--- config.mk ---
export PLATFORM = sky130hd
export DESIGN_NAME = multicycle_control_flat
export DESIGN_NICKNAME = d
export VERILOG_FILES = /design/src/rtl/multicycle_control_pkg.sv /design/src/rtl/multicycle_control_if.sv /design/src/rtl/multicycle_control_mem_watchdog.sv /design/src/rtl/multicycle_control.sv /design/src/flat_wrapper.sv
export SDC_FILE = /design/constraint.sdc
export NUM_CORES = 1
export LEC_CHECK = 0
export ABC_AREA = 1
export ABC_CLOCK_PERIOD_IN_PS = 1900
export CORE_UTILIZATION = 34
export CTS_CLUSTER_SIZE = 28
export DETAILED_ROUTE_END_ITERATION = 12
export RECOVER_POWER = 100
export SYNTH_ARGS = -nofsm -noshare
export SYNTH_HDL_FRONTEND = slang
export SYNTH_SLANG_ARGS = --single-unit
--- constraint.sdc ---
create_clock -name clk -period 1.9 [get_ports clk]
set_input_delay 0.38 -clock clk [delete_from_list [all_inputs] [get_ports clk]]
set_output_delay 0.38 -clock clk [all_outputs]
set_load 0.01 [all_outputs]
--- src/rtl/multicycle_control_pkg.sv ---
// Shared definitions for the multicycle RV32 sequencing controller.
// Contents: state encodings, opcode constants, ALU operation codes,
// PC source codes, trap cause codes and the DECODE dispatch helper.
package multicycle_control_pkg;

    typedef enum logic [3:0] {
        S_FETCH    = 4'd0,
        S_DECODE   = 4'd1,
        S_IEXEC    = 4'd2,
        S_LUI      = 4'd3,
        S_ALU_WB   = 4'd4,
        S_MEM_ADDR = 4'd5,
        S_MEM_RD   = 4'd6,
        S_MEM_WB   = 4'd7,
        S_MEM_WR   = 4'd8,
        S_BRANCH   = 4'd9,
        S_JAL      = 4'd10,
        S_TRAP     = 4'd15
    } state_t;

    localparam logic [6:0] OP_LUI    = 7'b0110111;
    localparam logic [6:0] OP_JAL    = 7'b1101111;
    localparam logic [6:0] OP_BRANCH = 7'b1100011;
    localparam logic [6:0] OP_LOAD   = 7'b0000011;
    localparam logic [6:0] OP_STORE  = 7'b0100011;
    localparam logic [6:0] OP_IMM    = 7'b0010011;

    localparam logic [2:0] F3_BYTE = 3'b000;
    localparam logic [2:0] F3_WORD = 3'b010;

    localparam logic [2:0] ALU_PASS_B = 3'b000;
    localparam logic [2:0] ALU_BRANCH = 3'b001;
    localparam logic [2:0] ALU_LOAD   = 3'b010;
    localparam logic [2:0] ALU_STORE  = 3'b011;
    localparam logic [2:0] ALU_IMM    = 3'b100;

    localparam logic [1:0] PC_PLUS4  = 2'b00;
    localparam logic [1:0] PC_BRANCH = 2'b01;
    localparam logic [1:0] PC_JUMP   = 2'b10;

    localparam logic [1:0] CAUSE_NONE    = 2'b00;
    localparam logic [1:0] CAUSE_ILLEGAL = 2'b01;
    localparam logic [1:0] CAUSE_IMEM    = 2'b10;
    localparam logic [1:0] CAUSE_DMEM    = 2'b11;

    // First execute state for an instruction; S_TRAP marks it illegal.
    // Only byte and word stores exist on this datapath.
    function automatic state_t decode_dispatch(input logic [6:0] opcode,
                                               input logic [2:0] funct3);
        state_t target;
        target = S_TRAP;
        case (opcode)
            OP_LUI:    target = S_LUI;
            OP_JAL:    target = S_JAL;
            OP_BRANCH: target = S_BRANCH;
            OP_LOAD:   target = S_MEM_ADDR;
            OP_STORE:  target = (funct3 == F3_BYTE || funct3 == F3_WORD) ? S_MEM_ADDR : S_TRAP;
            OP_IMM:    target = S_IEXEC;
            default:   target = S_TRAP;
        endcase
        return target;
    endfunction

endpackage

--- src/rtl/multicycle_control_if.sv ---
// Memory handshake bundle between the controller and the instruction/data
// memories.
//   imem_req   : instruction fetch request (controller -> memory)
//   imem_ready : instruction data valid (memory -> controller)
//   dmem_req   : data access request
//   dmem_we    : data access is a write
//   sb         : data write is a single byte
//   dmem_ready : data access complete
interface multicycle_control_if;
    logic imem_req;
    logic imem_ready;
    logic dmem_req;
    logic dmem_we;
    logic sb;
    logic dmem_ready;

    modport master (
        output imem_req, dmem_req, dmem_we, sb,
        input  imem_ready, dmem_ready
    );

    modport slave (
        input  imem_req, dmem_req, dmem_we, sb,
        output imem_ready, dmem_ready
    );
endinterface

--- src/rtl/multicycle_control_mem_watchdog.sv ---
// Memory-wait watchdog.
//   clk, reset : clock, asynchronous active-high reset
//   clear      : zero the count (state change)
//   enable     : a wait cycle is in progress (request pending, not ready)
//   timeout    : count already at MEM_TIMEOUT and still waiting
// A ready seen while the count sits at MEM_TIMEOUT drops enable, so the
// timeout does not fire and the normal transition wins.
module mem_watchdog #(
    parameter int TIMEOUT_W   = 4,
    parameter int MEM_TIMEOUT = 15
) (
    input  logic clk,
    input  logic reset,
    input  logic clear,
    input  logic enable,
    output logic timeout
);
    logic [TIMEOUT_W-1:0] count_reg;
    logic [TIMEOUT_W-1:0] count_next;

    always_comb begin
        count_next = count_reg;
        if (clear)
            count_next = '0;
        else if (enable)
            count_next = count_reg + 1'b1;
    end

    always_ff @(posedge clk or posedge reset) begin
        if (reset)
            count_reg <= '0;
        else
            count_reg <= count_next;
    end

    assign timeout = enable && (count_reg == TIMEOUT_W'(MEM_TIMEOUT));
endmodule

--- src/rtl/multicycle_control.sv ---
// Multicycle sequencing controller for the RV32 datapath.
// Ports: clk/reset; opcode/funct3 from the IR; comp (branch condition);
// mem (handshake bundle, master side); datapath enables ir_write, pc_write,
// opnd_write, reg_write, aluout_write; selects pc_src, alu_src, alu_op,
// mem_to_reg; debug state; sticky trap/trap_cause; retired counter.
// Outputs are decoded from the state; FETCH write enables and the memory
// wait transitions are qualified by the ready inputs.
module multicycle_control
    import multicycle_control_pkg::*;
#(
    parameter int TIMEOUT_W   = 4,
    parameter int MEM_TIMEOUT = 15,
    parameter int RETIRE_W    = 16
) (
    input  logic                clk,
    input  logic                reset,
    input  logic [6:0]          opcode,
    input  logic [2:0]          funct3,
    input  logic                comp,
    multicycle_control_if.master mem,
    output logic                ir_write,
    output logic                pc_write,
    output logic [1:0]          pc_src,
    output logic                opnd_write,
    output logic                reg_write,
    output logic                alu_src,
    output logic [2:0]          alu_op,
    output logic                aluout_write,
    output logic                mem_to_reg,
    output logic [3:0]          state,
    output logic                trap,
    output logic [1:0]          trap_cause,
    output logic [RETIRE_W-1:0] retired
);
    state_t              state_reg, state_next;
    logic                trap_reg;
    logic [1:0]          trap_cause_reg, cause_next;
    logic [RETIRE_W-1:0] retired_reg;
    logic                retire;
    logic                wd_enable, wd_timeout;
    logic                imem_req, dmem_req, dmem_we, sb;

    mem_watchdog #(
        .TIMEOUT_W   (TIMEOUT_W),
        .MEM_TIMEOUT (MEM_TIMEOUT)
    ) u_watchdog (
        .clk     (clk),
        .reset   (reset),
        .clear   (state_next != state_reg),
        .enable  (wd_enable),
        .timeout (wd_timeout)
    );

    always_ff @(posedge clk or posedge reset) begin
        if (reset) begin
            state_reg      <= S_FETCH;
            trap_reg       <= 1'b0;
            trap_cause_reg <= CAUSE_NONE;
            retired_reg    <= '0;
        end else begin
            state_reg <= state_next;
            if (state_next == S_TRAP && state_reg != S_TRAP) begin
                trap_reg       <= 1'b1;
                trap_cause_reg <= cause_next;
            end
            if (retire)
                retired_reg <= retired_reg + 1'b1;
        end
    end

    always_comb begin
        state_next   = state_reg;
        cause_next   = CAUSE_NONE;
        retire       = 1'b0;
        wd_enable    = 1'b0;
        imem_req     = 1'b0;
        ir_write     = 1'b0;
        pc_write     = 1'b0;
        pc_src       = PC_PLUS4;
        opnd_write   = 1'b0;
        reg_write    = 1'b0;
        alu_src      = 1'b0;
        alu_op       = ALU_PASS_B;
        aluout_write = 1'b0;
        dmem_req     = 1'b0;
        dmem_we      = 1'b0;
        sb           = 1'b0;
        mem_to_reg   = 1'b0;
        case (state_reg)
            S_FETCH: begin
                imem_req  = 1'b1;
                wd_enable = !mem.imem_ready;
                if (mem.imem_ready) begin
                    ir_write   = 1'b1;
                    pc_write   = 1'b1;
                    state_next = S_DECODE;
                end else if (wd_timeout) begin
                    state_next = S_TRAP;
                    cause_next = CAUSE_IMEM;
                end
            end
            S_DECODE: begin
                opnd_write = 1'b1;
                state_next = decode_dispatch(opcode, funct3);
                cause_next = CAUSE_ILLEGAL;
            end
            S_IEXEC: begin
                alu_src      = 1'b1;
                alu_op       = ALU_IMM;
                aluout_write = 1'b1;
                state_next   = S_ALU_WB;
            end
            S_LUI: begin
                alu_src      = 1'b1;
                alu_op       = ALU_PASS_B;
                aluout_write = 1'b1;
                state_next   = S_ALU_WB;
            end
            S_ALU_WB: begin
                reg_write  = 1'b1;
                state_next = S_FETCH;
                retire     = 1'b1;
            end
            S_MEM_ADDR: begin
                alu_src      = 1'b1;
                aluout_write = 1'b1;
                if (opcode == OP_STORE) begin
                    alu_op     = ALU_STORE;
                    state_next = S_MEM_WR;
                end else begin
                    alu_op     = ALU_LOAD;
                    state_next = S_MEM_RD;
                end
            end
            S_MEM_RD: begin
                dmem_req  = 1'b1;
                wd_enable = !mem.dmem_ready;
                if (mem.dmem_ready) begin
                    state_next = S_MEM_WB;
                end else if (wd_timeout) begin
                    state_next = S_TRAP;
                    cause_next = CAUSE_DMEM;
                end
            end
            S_MEM_WB: begin
                reg_write  = 1'b1;
                mem_to_reg = 1'b1;
                state_next = S_FETCH;
                retire     = 1'b1;
            end
            S_MEM_WR: begin
                dmem_req  = 1'b1;
                dmem_we   = 1'b1;
                sb        = (funct3 == F3_BYTE);
                wd_enable = !mem.dmem_ready;
                if (mem.dmem_ready) begin
                    state_next = S_FETCH;
                    retire     = 1'b1;
                end else if (wd_timeout) begin
                    state_next = S_TRAP;
                    cause_next = CAUSE_DMEM;
                end
            end
            S_BRANCH: begin
                alu_op     = ALU_BRANCH;
                pc_src     = PC_BRANCH;
                pc_write   = comp;
                state_next = S_FETCH;
                retire     = 1'b1;
            end
            S_JAL: begin
                pc_src     = PC_JUMP;
                pc_write   = 1'b1;
                state_next = S_FETCH;
                retire     = 1'b1;
            end
            S_TRAP: begin
                state_next = S_TRAP;
            end
            default: begin
                state_next = S_TRAP;
                cause_next = CAUSE_ILLEGAL;
            end
        endcase
    end

    assign mem.imem_req = imem_req;
    assign mem.dmem_req = dmem_req;
    assign mem.dmem_we  = dmem_we;
    assign mem.sb       = sb;

    assign state      = state_reg;
    assign trap       = trap_reg;
    assign trap_cause = trap_cause_reg;
    assign retired    = retired_reg;
endmodule

--- src/flat_wrapper.sv ---
// flat-port wrapper written by rule: the top's interface ports become plain ports
module multicycle_control_flat import multicycle_control_pkg::*;
#(
    parameter int TIMEOUT_W   = 4,
    parameter int MEM_TIMEOUT = 15,
    parameter int RETIRE_W    = 16
)
  (clk, reset, opcode, funct3, comp, ir_write, pc_write, pc_src, opnd_write, reg_write, alu_src, alu_op, aluout_write, mem_to_reg, state, trap, trap_cause, retired, mem_imem_req, mem_dmem_req, mem_dmem_we, mem_sb, mem_imem_ready, mem_dmem_ready);
  multicycle_control_if mem_i ();
  input  logic clk;
  input  logic reset;
  input  logic [6:0] opcode;
  input  logic [2:0] funct3;
  input  logic comp;
  output logic ir_write;
  output logic pc_write;
  output logic [1:0] pc_src;
  output logic opnd_write;
  output logic reg_write;
  output logic alu_src;
  output logic [2:0] alu_op;
  output logic aluout_write;
  output logic mem_to_reg;
  output logic [3:0] state;
  output logic trap;
  output logic [1:0] trap_cause;
  output logic [RETIRE_W-1:0] retired;
  output wire logic [$bits(mem_i.imem_req)-1:0] mem_imem_req;
  output wire logic [$bits(mem_i.dmem_req)-1:0] mem_dmem_req;
  output wire logic [$bits(mem_i.dmem_we)-1:0] mem_dmem_we;
  output wire logic [$bits(mem_i.sb)-1:0] mem_sb;
  input wire logic [$bits(mem_i.imem_ready)-1:0] mem_imem_ready;
  input wire logic [$bits(mem_i.dmem_ready)-1:0] mem_dmem_ready;
  assign mem_imem_req = mem_i.imem_req;
  assign mem_dmem_req = mem_i.dmem_req;
  assign mem_dmem_we = mem_i.dmem_we;
  assign mem_sb = mem_i.sb;
  assign mem_i.imem_ready = mem_imem_ready;
  assign mem_i.dmem_ready = mem_dmem_ready;
  multicycle_control #(.TIMEOUT_W(TIMEOUT_W), .MEM_TIMEOUT(MEM_TIMEOUT), .RETIRE_W(RETIRE_W)) u_core (.clk(clk), .reset(reset), .opcode(opcode), .funct3(funct3), .comp(comp), .mem(mem_i), .ir_write(ir_write), .pc_write(pc_write), .pc_src(pc_src), .opnd_write(opnd_write), .reg_write(reg_write), .alu_src(alu_src), .alu_op(alu_op), .aluout_write(aluout_write), .mem_to_reg(mem_to_reg), .state(state), .trap(trap), .trap_cause(trap_cause), .retired(retired));
endmodule
==> summary.log, run 1 <==
INFO  logic_synthesis synth.avg_cell_area=7.70um^2
INFO  clock_tree     clock_latency=270ps
INFO  sta            setup_viol_count_final=0
INFO  cells_and_area antenna_cells=0
INFO  logic_synthesis synth_fa_ha_area_frac=0.0146
INFO  critical_path  worst_r2r_startpoint=u_core.state[3]
INFO  logic_synthesis synth_top_area_share=0.395
INFO  logic_synthesis area_contributors_post_synth=dfrtp_1, nand2_1, inv_1
INFO  cells_and_area largest_register_ff_count=16
INFO  clock_tree     cts.sink_count=27
INFO  logic_synthesis dominant_combinational_cell_family_by_area_after_synthesis=simple AND/OR/NAND/NOR gates
INFO  route          routed_wl_per_cell=11.7um
INFO  critical_path  critPathArrivalTime=2050ps
INFO  sta            setup_total_negative_slack=0ps
INFO  place          portBuffers=53
INFO  clock_tree     clk_pin_slew=90ps
INFO  logic_synthesis synth-seq-area-share=0.395
INFO  pwr            ir_drop=310uV
INFO  die            initial_utilization=0.357
INFO  clock_tree     cts_buffers=3
INFO  sta            timing.final.max_slew_violations=0
INFO  sta            finalClockSkew=6.66ps
INFO  logic_synthesis number_of_flip_flops_and_latches_in_the_synthesized_netlist=27
INFO  global_route   grt_overall_usage=0.170
INFO  hold_path      worst_hold_path.num_cells=2
INFO  hold_path      hold_path_class=register to register
INFO  hold_path      worst_hold_endpoint=u_core.trap
INFO  die            die_width=72.9um
INFO  outcome        run_status=finished clean
INFO  flow_run       maxCapViolations=0
INFO  place          gp_routability_congestion=0.865
INFO  logic_synthesis netlist-cell-type-count=27
INFO  route          wirelength=4620um
INFO  critical_path  reg2reg_to=u_core.u_watchdog.count_reg[1]
INFO  critical_path  critPathMaxFanout=4
INFO  hold_path      worst_hold_startpoint=u_core.trap
INFO  sta            worst-slew-pin-transition=647ps
INFO  critical_path  setup.worst_path.start_class=register
INFO  critical_path  crit_required=2110ps
INFO  die            fp.dieH=72.9um
INFO  sta            rsz0062_at_grt=yes
INFO  clock_tree     tritoncts=done
INFO  logic_synthesis synth_area_leader_cell=dfrtp_1
INFO  critical_path  worst-setup-path-type=register to register
INFO  logic_synthesis synth_warnings=0
INFO  clock_tree     cts_max_level=1
INFO  cells_and_area layout_commonest_cell=nand2_1
INFO  sta            finalCritPeriodShare=0.972
INFO  sta            finalHoldViolations=0
INFO  sta            worst_slew_margin_rel=0.569
INFO  cells_and_area synthToLayoutAreaGrowth=71.8%
INFO  route          dr_vias=1790
INFO  cells_and_area layout.nets=345
INFO  critical_path  worstRegToRegCells=15
INFO  global_route   grt_first_pass_wirelength=7180um
INFO  sta            fmax=542MHz
INFO  logic_synthesis synth_xor_xnor_area_share=0.0922
INFO  global_route   first_global_vias=1556
INFO  sta            period_needed=1850ps
INFO  logic_synthesis syn-num-nets=239
INFO  cells_and_area utilization=0.614
INFO  cells_and_area mostFrequentLayoutCells=nand2_1, buf_4, clkdlybuf4s50_1
INFO  place          place.detailed.hpwl=3360um
INFO  logic_synthesis synth-compound-area-share=0.0607
INFO  pwr            power_leakage=1.54nW
INFO  logic_synthesis mappedNetlistArea=0.00171mm^2
INFO  global_route   grt_remaining_overflow=0
INFO  route          route.antenna.remaining_nets=0
INFO  route          detail_route.iter0.violations=71
INFO  die            die_outline_area=0.00532mm^2
INFO  die            top_level_ports=54
INFO  global_route   grt_max_degree=28
INFO  cells_and_area drive_gt1_frac=0.391
INFO  pwr            p_per_area=331mW/mm^2
INFO  route          detailedRoute.firstPassIterationCount=4
INFO  route          drc=0
INFO  route          routed_vias_inst=4.54
INFO  logic_synthesis synth.mux.area_fraction=0.00585
INFO  logic_synthesis synthSimpleGateAreaFrac=0.357
INFO  critical_path  crit_start=u_core.state[3]
INFO  die            num_rows=25
INFO  global_route   initial_antenna_violation_count=0
INFO  critical_path  worst_setup_path_end_kind=register
INFO  clock_tree     clk_root_buffer_cell=clkbuf_8
INFO  clock_tree     max-clock-path-buffers=2
INFO  critical_path  timing.reg2reg.setup_slack=50ps
INFO  logic_synthesis netlist_instances=222
INFO  die            core_area=0.00479mm^2
INFO  clock_tree     cts-hold-fix-buffers=0
==> where the power goes <==
group	internal, mW	switching [mW]
sequential	0.574	0
combinational	0.0407	0.0404
clock	0.147	0.169
total	0.761	0.210
==> synthesized netlist by cell type <==
| cell type | number |
|---|---|
| nand2_1 | 56 |
| inv_1 | 30 |
| nor2_1 | 28 |
| dfrtp_1 | 27 |
| nand3_1 | 11 |
| xnor2_1 | 10 |
| xor2_1 | 8 |
| nand2_2 | 7 |
| a21oi_1 | 6 |
| nand4_1 | 6 |
| nand2_4 | 4 |
| nor2_2 | 4 |
| nor3_1 | 4 |
| nand3_2 | 3 |
| o21ai_0 | 3 |
| ha_1 | 2 |
| inv_2 | 2 |
| o211ai_1 | 2 |
| a211o_1 | 1 |
| buf_4 | 1 |
| mux2i_1 | 1 |
| nand4_4 | 1 |
| nor2_4 | 1 |
| o211ai_4 | 1 |
| o21bai_1 | 1 |
| o22ai_1 | 1 |
| or2_2 | 1 |
==> worst max-delay path by stage <==
stage / end / slack [ps] / cells past startpoint
6_report: u_core.u_watchdog.count_reg[1] / 50 / 15
5_1_grt: u_core.u_watchdog.count_reg[1] / -70 / 16
4_1_cts: pc_write / -60 / 5
3_5_place_dp: pc_write / -340 / 5
3_3_place_gp: pc_write / -350 / 5
2_1_floorplan: u_core.retired[14] / 80 / 11
==> critical path, cell delays in order (launching register included) <==
cell,delay [ps]
dfrtp_2,460
buf_6,140
nor2_4,120
buf_6,120
nand2_4,60
nand2_4,80
nand2_4,50
nand2_4,70
nand2_4,70
nand2_4,80
nand2_4,60
nand3_2,70
nand2_1,60
nor2_2,120
nand3_2,110
nor2_1,120
==> final cells by class <==
class / instances / area [um^2]
Fill cell: 426 / 1850
Multi-Input combinational cell: 162 / 1120
Timing Repair Buffer: 102 / 886
Sequential cell: 27 / 678
Inverter: 32 / 123
Tap cell: 67 / 83.8
Clock buffer: 3 / 41.3
Clock inverter: 1 / 5.00
==> metrics by stage <==
step / cells / setup slack (ps) / area (um^2) / total power [mW] / hold slack [ps]
2_1_floorplan: 222 / 79.9 / 1710 / 0.610 / 433
3_3_place_gp: 378 / -354 / 2590 / 0.660 / 449
3_5_place_dp: 378 / -337 / 2590 / 0.660 / 457
4_1_cts: 383 / -60.4 / 2660 / 0.980 / 470
5_1_grt: 394 / -72.7 / 2940 / 1.02 / 514
6_report: 394 / 53.5 / 2940 / 0.971 / 473
==> per-layer routing <==
layer  vias up  global-route usage  part of all wire
li1        904                   -                 -
met1       846               0.253              0.46
met2        38               0.264              0.49
met3         2              0.0290             0.045
met4         0              0.0196            0.0028
met5         -                   0                 0
==> kinds of logic (layout without fill, tap and decap cells) <==
kind of cell	count (synthesis)	count (layout)
buf+inv	33	138
xor+xnor	18	18
flops	27	27
compound gates	15	15
simple gates	126	126
fa+ha+maj	2	2
mux	1	1
==> timing repair <==
action                                 in CTS  in global routing
setup endpoints to repair                  20                 25
gates resized for setup                    45                 78
cloned                                      0                  0
setup buffers                               1                 11
pin swaps                                   2                 23
endpoints found under the hold margin       0                  0
Note: power is estimated with default switching activity, not from simulation.
==> inputs of run 2 (changes only) <==
- ABC_AREA: 1 -> 0
==> run 2 against run 1 <==
  * The run now ends with setup timing left
  * Sequential share of layout area down 2.3 points
  * Via count rose by 7.1%
  * Register-to-register slack worse by 320 ps
  * Largest cell class unchanged
  * Largest power group is now combinational cells
==> summary.log, run 2 <==
INFO  cells_and_area largest_register_ff_count=16
INFO  clock_tree     clock_latency=260ps
INFO  clock_tree     cts_buffers=3
INFO  logic_synthesis area_contributors_post_synth=dfrtp_1, xnor2_1, mux2_2
INFO  sta            rsz0062_at_grt=yes
INFO  place          pre_cts_ws=-654ps
INFO  sta            fmax=461MHz
INFO  cells_and_area mostFrequentLayoutCells=buf_4, dfrtp_1, dlygate4sd3_1
INFO  pwr            power_leakage=1.45nW
INFO  route          detail_route.iter0.violations=67
INFO  logic_synthesis mappedNetlistArea=0.00182mm^2
INFO  global_route   grt_max_degree=28
INFO  place          area_after_dpl=0.00284mm^2
INFO  sta            final.hold.worst_slack=476ps
INFO  logic_synthesis synth-seq-area-share=0.372
INFO  die            core_area=0.00514mm^2
INFO  logic_synthesis syn-num-nets=206
INFO  sta            worst-slew-pin-transition=658ps
INFO  route          detailedRoute.firstPassIterationCount=4
INFO  route          routed_wl_per_cell=14.0um
INFO  logic_synthesis dominantRegCellSynth=dfrtp_1
INFO  critical_path  crit_start=u_core.state[0]
INFO  logic_synthesis netlist-cell-type-count=66
INFO  logic_synthesis post-synth-top-count-cell=dfrtp_1
INFO  logic_synthesis synth_top_area_share=0.372
INFO  pwr            power.net_switching=1.36mW
INFO  route          route.antenna.remaining_nets=0
INFO  critical_path  worst-setup-path-type=register to register
INFO  route          dr_vias=1917
INFO  route          routed_vias_inst=5.03
INFO  global_route   grt_first_pass_wirelength=8600um
INFO  critical_path  critPathArrivalTime=2340ps
INFO  pwr            sw_frac_of_total=0.394
INFO  cells_and_area num-fill-cells=451
INFO  critical_path  reg2reg_to=u_core.u_watchdog.count_reg[1]
INFO  critical_path  worst_setup_path_end_kind=register
INFO  global_route   grt_remaining_overflow=0
INFO  route          wirelength=5320um
INFO  critical_path  setup.worst_path.start_class=register
INFO  die            die_width=75.1um
INFO  cells_and_area synthToLayoutAreaGrowth=80.0%
INFO  clock_tree     cts_max_level=1
INFO  pwr            clock_power_share=0.091
INFO  sta            period_needed=2170ps
INFO  place          portBuffers=53
INFO  cells_and_area final_instance_area=0.00327mm^2
INFO  critical_path  timing.reg2reg.setup_slack=-270ps
INFO  cells_and_area layout.nets=329
INFO  pwr            intPower=2.09mW
INFO  sta            timing.final.ws_setup=-269ps
INFO  sta            finalClockSkew=1.79ps
INFO  logic_synthesis number_of_flip_flops_and_latches_in_the_synthesized_netlist=27
INFO  die            die_outline_area=0.00564mm^2
INFO  logic_synthesis netlist_instances=189
INFO  cells_and_area multi_input_comb_area=0.00133mm^2
INFO  logic_synthesis synth_warnings=0
INFO  pwr            p_per_area=1050mW/mm^2
INFO  outcome        failed_checks=setup timing
INFO  die            fp.dieH=75.1um
INFO  cells_and_area drive_gt1_frac=0.492
INFO  critical_path  critPathMaxFanout=7
INFO  sta            finalCritPeriodShare=1.14
INFO  global_route   grt_overall_usage=0.199
INFO  sta            finalHoldViolations=0
INFO  cells_and_area sequential_cell_area=679um^2
INFO  clock_tree     clk_pin_slew=90ps
INFO  logic_synthesis synth_top_cells_by_count=dfrtp_1, xnor2_1, nand2_1
INFO  place          gp_routability_congestion=0.856
INFO  pwr            power.share.sequential=0.223
INFO  clock_tree     clk_root_buffer_cell=clkbuf_8
INFO  pwr            total_power_draw=3.45mW
INFO  die            initial_utilization=0.353
INFO  logic_synthesis async_s_r_ff_share_synth=1.00
INFO  critical_path  worstRegToRegCells=9
INFO  clock_tree     max-clock-path-buffers=2
INFO  hold_path      hold_path_class=register to register
INFO  flow_run       maxCapViolations=0
INFO  outcome        run_status=finished with violations
INFO  die            top_level_ports=54
INFO  critical_path  setup.worst_path.end=u_core.u_watchdog.count_reg[1]
INFO  sta            worst_slew_margin_rel=0.562
INFO  route          drc=0
INFO  clock_tree     tritoncts=done
INFO  clock_tree     cts.sink_count=27
INFO  sta            setup_viol_count_final=18
INFO  logic_synthesis synth.avg_cell_area=9.61um^2
INFO  place          place.detailed.hpwl=3900um
INFO  global_route   first_global_vias=1875
INFO  logic_synthesis synth_area_leader_cell=dfrtp_1
INFO  pwr            combinationalPowerShare=0.686
INFO  critical_path  crit_required=2070ps
INFO  cells_and_area layout_commonest_cell=buf_4
INFO  pwr            ir_drop=794uV
INFO  cells_and_area antenna_cells=0
INFO  global_route   initial_antenna_violation_count=0
INFO  die            num_rows=26
INFO  logic_synthesis synth-edff-count=0
INFO  critical_path  worst_r2r_startpoint=u_core.state[0]
INFO  sta            timing.final.max_slew_violations=0
## run 2: cells by family after synthesis
group,Yosys count,share of synthesized area
compound gates,35,0.159
xor+xnor,20,0.101
fa+ha+maj,2,0.0138
buf+inv,20,0.0517
flops,27,0.372
mux,5,0.0303
simple gates,80,0.273
## run 2: power groups by stage
| stage | registers [mW] | clock network [mW] | logic, mW |
|---|---|---|---|
| after floorplan | 0.790 | 0 | 0.888 |
| after global placement | 0.781 | 0 | 1.73 |
| after detailed placement | 0.780 | 0 | 1.74 |
| after CTS | 0.765 | 0.327 | 2.28 |
| after global routing | 0.783 | 0.350 | 2.52 |
| final | 0.767 | 0.315 | 2.36 |
## run 2: final cells by class
| cell class | count | area share |
|---|---|---|
| Inverter | 8 | 0.00919 |
| Multi-Input combinational cell | 142 | 0.406 |
| Tap cell | 70 | 0.0268 |
| Clock buffer | 4 | 0.0138 |
| Sequential cell | 27 | 0.208 |
| Timing Repair Buffer | 130 | 0.336 |
## run 2: how the worst min path moves through the flow
stage	endpoint	from	depth (start not counted)
detailed placement	u_core.trap	u_core.trap	1
global placement	u_core.retired[15]	u_core.retired[15]	1
global route	u_core.retired[15]	u_core.retired[15]	1
floorplan	u_core.retired[0]	reset	1
CTS	u_core.trap	reset	3
finish	u_core.retired[15]	u_core.retired[15]	1
## run 2: repair_timing
| item | CTS | global route |
|---|---|---|
| setup endpoints to repair | 38 | 32 |
| resized for setup | 120 | 19 |
| hold buffers | 0 | 0 |
| buffers inserted | 22 | 1 |
| pin swaps | 12 | 9 |
| cloned | 0 | 0 |
## run 2: worst max-delay path, stage by stage (launching register included)
cell and delay, ps:
dfrtp_2 470, buf_6 140, or3_4 360, o32a_1 270, buf_4 170, a21oi_2 100, a41o_1 140, o311ai_4 120
buf_4 170, nor4_2 140
## run 2: through the flow
step | utilization | setup TNS, ps | instances
final | 0.636 | -2150 | 381
after global routing | 0.636 | -4410 | 381
after CTS | 0.629 | -1470 | 381
after detailed placement | 0.552 | -10310 | 356
after global placement | 0.552 | -9820 | 356
after floorplan | - | -386 | 189
## run 2: layer usage
layer,wire (um),global-route usage
met4,95,0.0650
met2,2720,0.362
met3,185,0.0147
met1,2320,0.250
met5,0,0
==> inputs of run 3 (changes only) <==
- REMOVE_ABC_BUFFERS: not set -> 1
- SYNTH_HIERARCHICAL: not set -> 1
==> run 3 against run 2 <==
  * The run still ends with setup timing left
  * Setup slack worse by 460 ps
  * Total power down 70%
  * Synthesized area up 3.8%
  * Combinational power down 95%
  * Final area up 17%
  * Count of clock-buffer cells in the layout down 1
  * Sequential share of layout area down 3.1 points
  * Global-route usage up 2.9 points
  * Largest cell class unchanged
  * Largest power group is now sequential cells
==> summary.log, run 3 <==
INFO  outcome        run_status=finished with violations
INFO  outcome        failed_checks=setup timing
INFO  route          detail_route.iter0.violations=151
INFO  sta            finalCritPeriodShare=1.39
INFO  clock_tree     cts-hold-fix-buffers=0
INFO  sta            rsz0062_at_grt=yes
INFO  route          route.antenna.remaining_nets=0
INFO  logic_synthesis synth-edff-count=0
INFO  critical_path  critPathArrivalTime=2870ps
INFO  logic_synthesis post-synth-top-count-cell=dfrtp_1
INFO  sta            period_needed=2630ps
INFO  critical_path  critPathMaxFanout=4
INFO  critical_path  worst_setup_path_end_kind=register
INFO  pwr            ir_drop=282uV
INFO  route          routed_wl_per_cell=17.5um
INFO  sta            final.hold.worst_slack=431ps
INFO  die            die_width=76.4um
INFO  clock_tree     clk_pin_slew=100ps
INFO  cells_and_area largest_register_ff_count=16
INFO  sta            timing.final.ws_setup=-733ps
INFO  cells_and_area final_instance_area=0.00383mm^2
INFO  logic_synthesis synth_warnings=6
INFO  place          pre_cts_ws=-1030ps
INFO  pwr            p_per_area=269mW/mm^2
INFO  route          drc=0
INFO  critical_path  timing.critical_path.cells=mux2i_2 -> a32o_2 -> and4_4 -> buf_4 -> o211ai_1 -> a21oi_1 -> nor2b_1 -> o22ai_1 -> a211o_4 -> nor2b_1 -> mux2_4
INFO  global_route   grt_remaining_overflow=0
INFO  logic_synthesis area_contributors_post_synth=dfrtp_1, xnor2_1, nor2_1
INFO  die            initial_utilization=0.360
INFO  clock_tree     clk_root_buffer_cell=clkbuf_8
INFO  place          gp_routability_congestion=0.859
INFO  sta            setup_total_negative_slack=-13820ps
INFO  clock_tree     cts_buffers=3
INFO  logic_synthesis synth.avg_cell_area=9.28um^2
INFO  die            fp.dieH=76.4um
INFO  sta            finalHoldViolations=0
INFO  clock_tree     clock_latency=280ps
INFO  logic_synthesis dominantRegCellSynth=dfrtp_1
INFO  route          dr_vias=2219
INFO  global_route   grt_max_degree=24
INFO  sta            finalClockSkew=10.4ps
INFO  die            num_rows=26
INFO  cells_and_area layout.nets=366
INFO  critical_path  worstRegToRegCells=11
INFO  logic_synthesis number_of_flip_flops_and_latches_in_the_synthesized_netlist=27
INFO  sta            timing.final.max_slew_violations=0
INFO  cells_and_area mostFrequentLayoutCells=buf_4, buf_6, dfrtp_1
INFO  global_route   grt_overall_usage=0.229
INFO  critical_path  critical-path-max-stage-delay=460ps
INFO  logic_synthesis netlist-cell-type-count=61
INFO  clock_tree     cts.sink_count=27
INFO  clock_tree     cts_max_level=1
INFO  cells_and_area layout_commonest_cell=buf_4
INFO  cells_and_area synthToLayoutAreaGrowth=103%
INFO  sta            setup_viol_count_final=42
INFO  critical_path  crit_top_cell=nor2b_1
INFO  die            core_area=0.00524mm^2
INFO  sta            worst_slew_margin_rel=0.624
INFO  hold_path      hold_path_class=primary input to async pin
INFO  place          portBuffers=53
INFO  logic_synthesis synth_top_cells_by_count=dfrtp_1, nor2_1, nand2_1, xnor2_1, inv_1
INFO  critical_path  setup.worst_path.start_class=register
INFO  route          detailedRoute.firstPassIterationCount=4
INFO  clock_tree     tritoncts=done
INFO  logic_synthesis synth_area_leader_cell=dfrtp_1
INFO  die            top_level_ports=54
INFO  pwr            power_leakage=2.03nW
INFO  cells_and_area utilization=0.731
INFO  sta            worst-slew-pin-transition=564ps
INFO  logic_synthesis synth-seq-area-share=0.359
INFO  global_route   first_global_vias=2185
INFO  critical_path  crit_slowest_cell=dfrtp_2
INFO  logic_synthesis netlist_instances=203
INFO  critical_path  worst-setup-path-type=register to register
INFO  global_route   grt_first_pass_wirelength=10600um
INFO  route          routed_vias_inst=5.31
INFO  logic_synthesis async_s_r_ff_share_synth=1.00
INFO  clock_tree     max-clock-path-buffers=2
INFO  cells_and_area antenna_cells=0
INFO  route          wirelength=7300um
INFO  logic_synthesis synth_top_area_share=0.359
INFO  cells_and_area drive_gt1_frac=0.563
INFO  logic_synthesis mappedNetlistArea=0.00188mm^2
INFO  critical_path  crit_required=2140ps
INFO  place          area_after_dpl=0.00281mm^2
INFO  place          place.detailed.hpwl=3820um
INFO  flow_run       maxCapViolations=0
INFO  sta            fmax=380MHz
INFO  global_route   initial_antenna_violation_count=0
INFO  die            die_outline_area=0.00584mm^2
## run 3: routing by layer
| layer | GRT usage | routed length, um | vias up |
|---|---|---|---|
| met5 | 0 | 0 | - |
| met4 | 0.119 | 245 | 0 |
| met1 | 0.261 | 2880 | 1081 |
| li1 | - | - | 1024 |
| met2 | 0.415 | 3850 | 89 |
| met3 | 0.0263 | 323 | 25 |
## run 3: cells by family after synthesis
group	count (synthesis)	share of synthesized area
AOI/OAI and AO/OA	37	0.154
xor gates and xnor gates	20	0.0930
adders and majority gates	2	0.0133
buffers and inverters	21	0.0618
DFF	27	0.359
muxes	5	0.0325
and+or+nand+nor	91	0.287
## run 3: final timing paths
path	startpoint	endpoint	slack (ps)
setup reg to reg	u_core/state[3]	u_core/u_watchdog/count_reg[3]	-730
max in group asynchronous	reset	u_core/state[3]	790
min in group clk	u_core/trap	u_core/trap	470
hold / removal	reset	u_core/u_watchdog/count_reg[1]	430
setup / recovery	u_core/state[3]	u_core/u_watchdog/count_reg[3]	-730
hold reg to reg	u_core/trap	u_core/trap	470
## run 3: area by class of cell
cell class / instances / area, um^2
multi-input cells: 155 / 1510
inverters: 10 / 40.0
flip-flops and latches: 27 / 677
fillers: 341 / 1410
clock inverters: 1 / 7.51
well taps: 70 / 87.6
repair buffers: 152 / 1460
clock buffers: 3 / 41.3
## run 3: critical path, delay by kind of cell, from the launching register on
kind	cells	cell delay [ps]
AOI/OAI and AO/OA	5	1220
buffers and inverters	1	140
DFF	1	460
muxes	2	330
and+or+nand+nor	3	430
## run 3: timing repair
action,4_1_cts,5_1_grt
pin swaps,33,28
setup endpoints to repair,44,43
gates cloned,2,0
buffers inserted,27,27
gates resized for setup,172,58
## run 3: metrics by stage
step | power [mW] | instances
floorplan | 0.614 | 192
CTS | 1.02 | 399
detailed placement | 0.686 | 366
global placement | 0.686 | 366
global route | 1.08 | 418
finish | 1.03 | 418
## run 3: power breakdown
group	total (mW)	switching, mW	internal [mW]
combinational	0.109	0.0498	0.0592
clock	0.344	0.195	0.149
sequential	0.575	0.000346	0.575
total	1.03	0.245	0.783
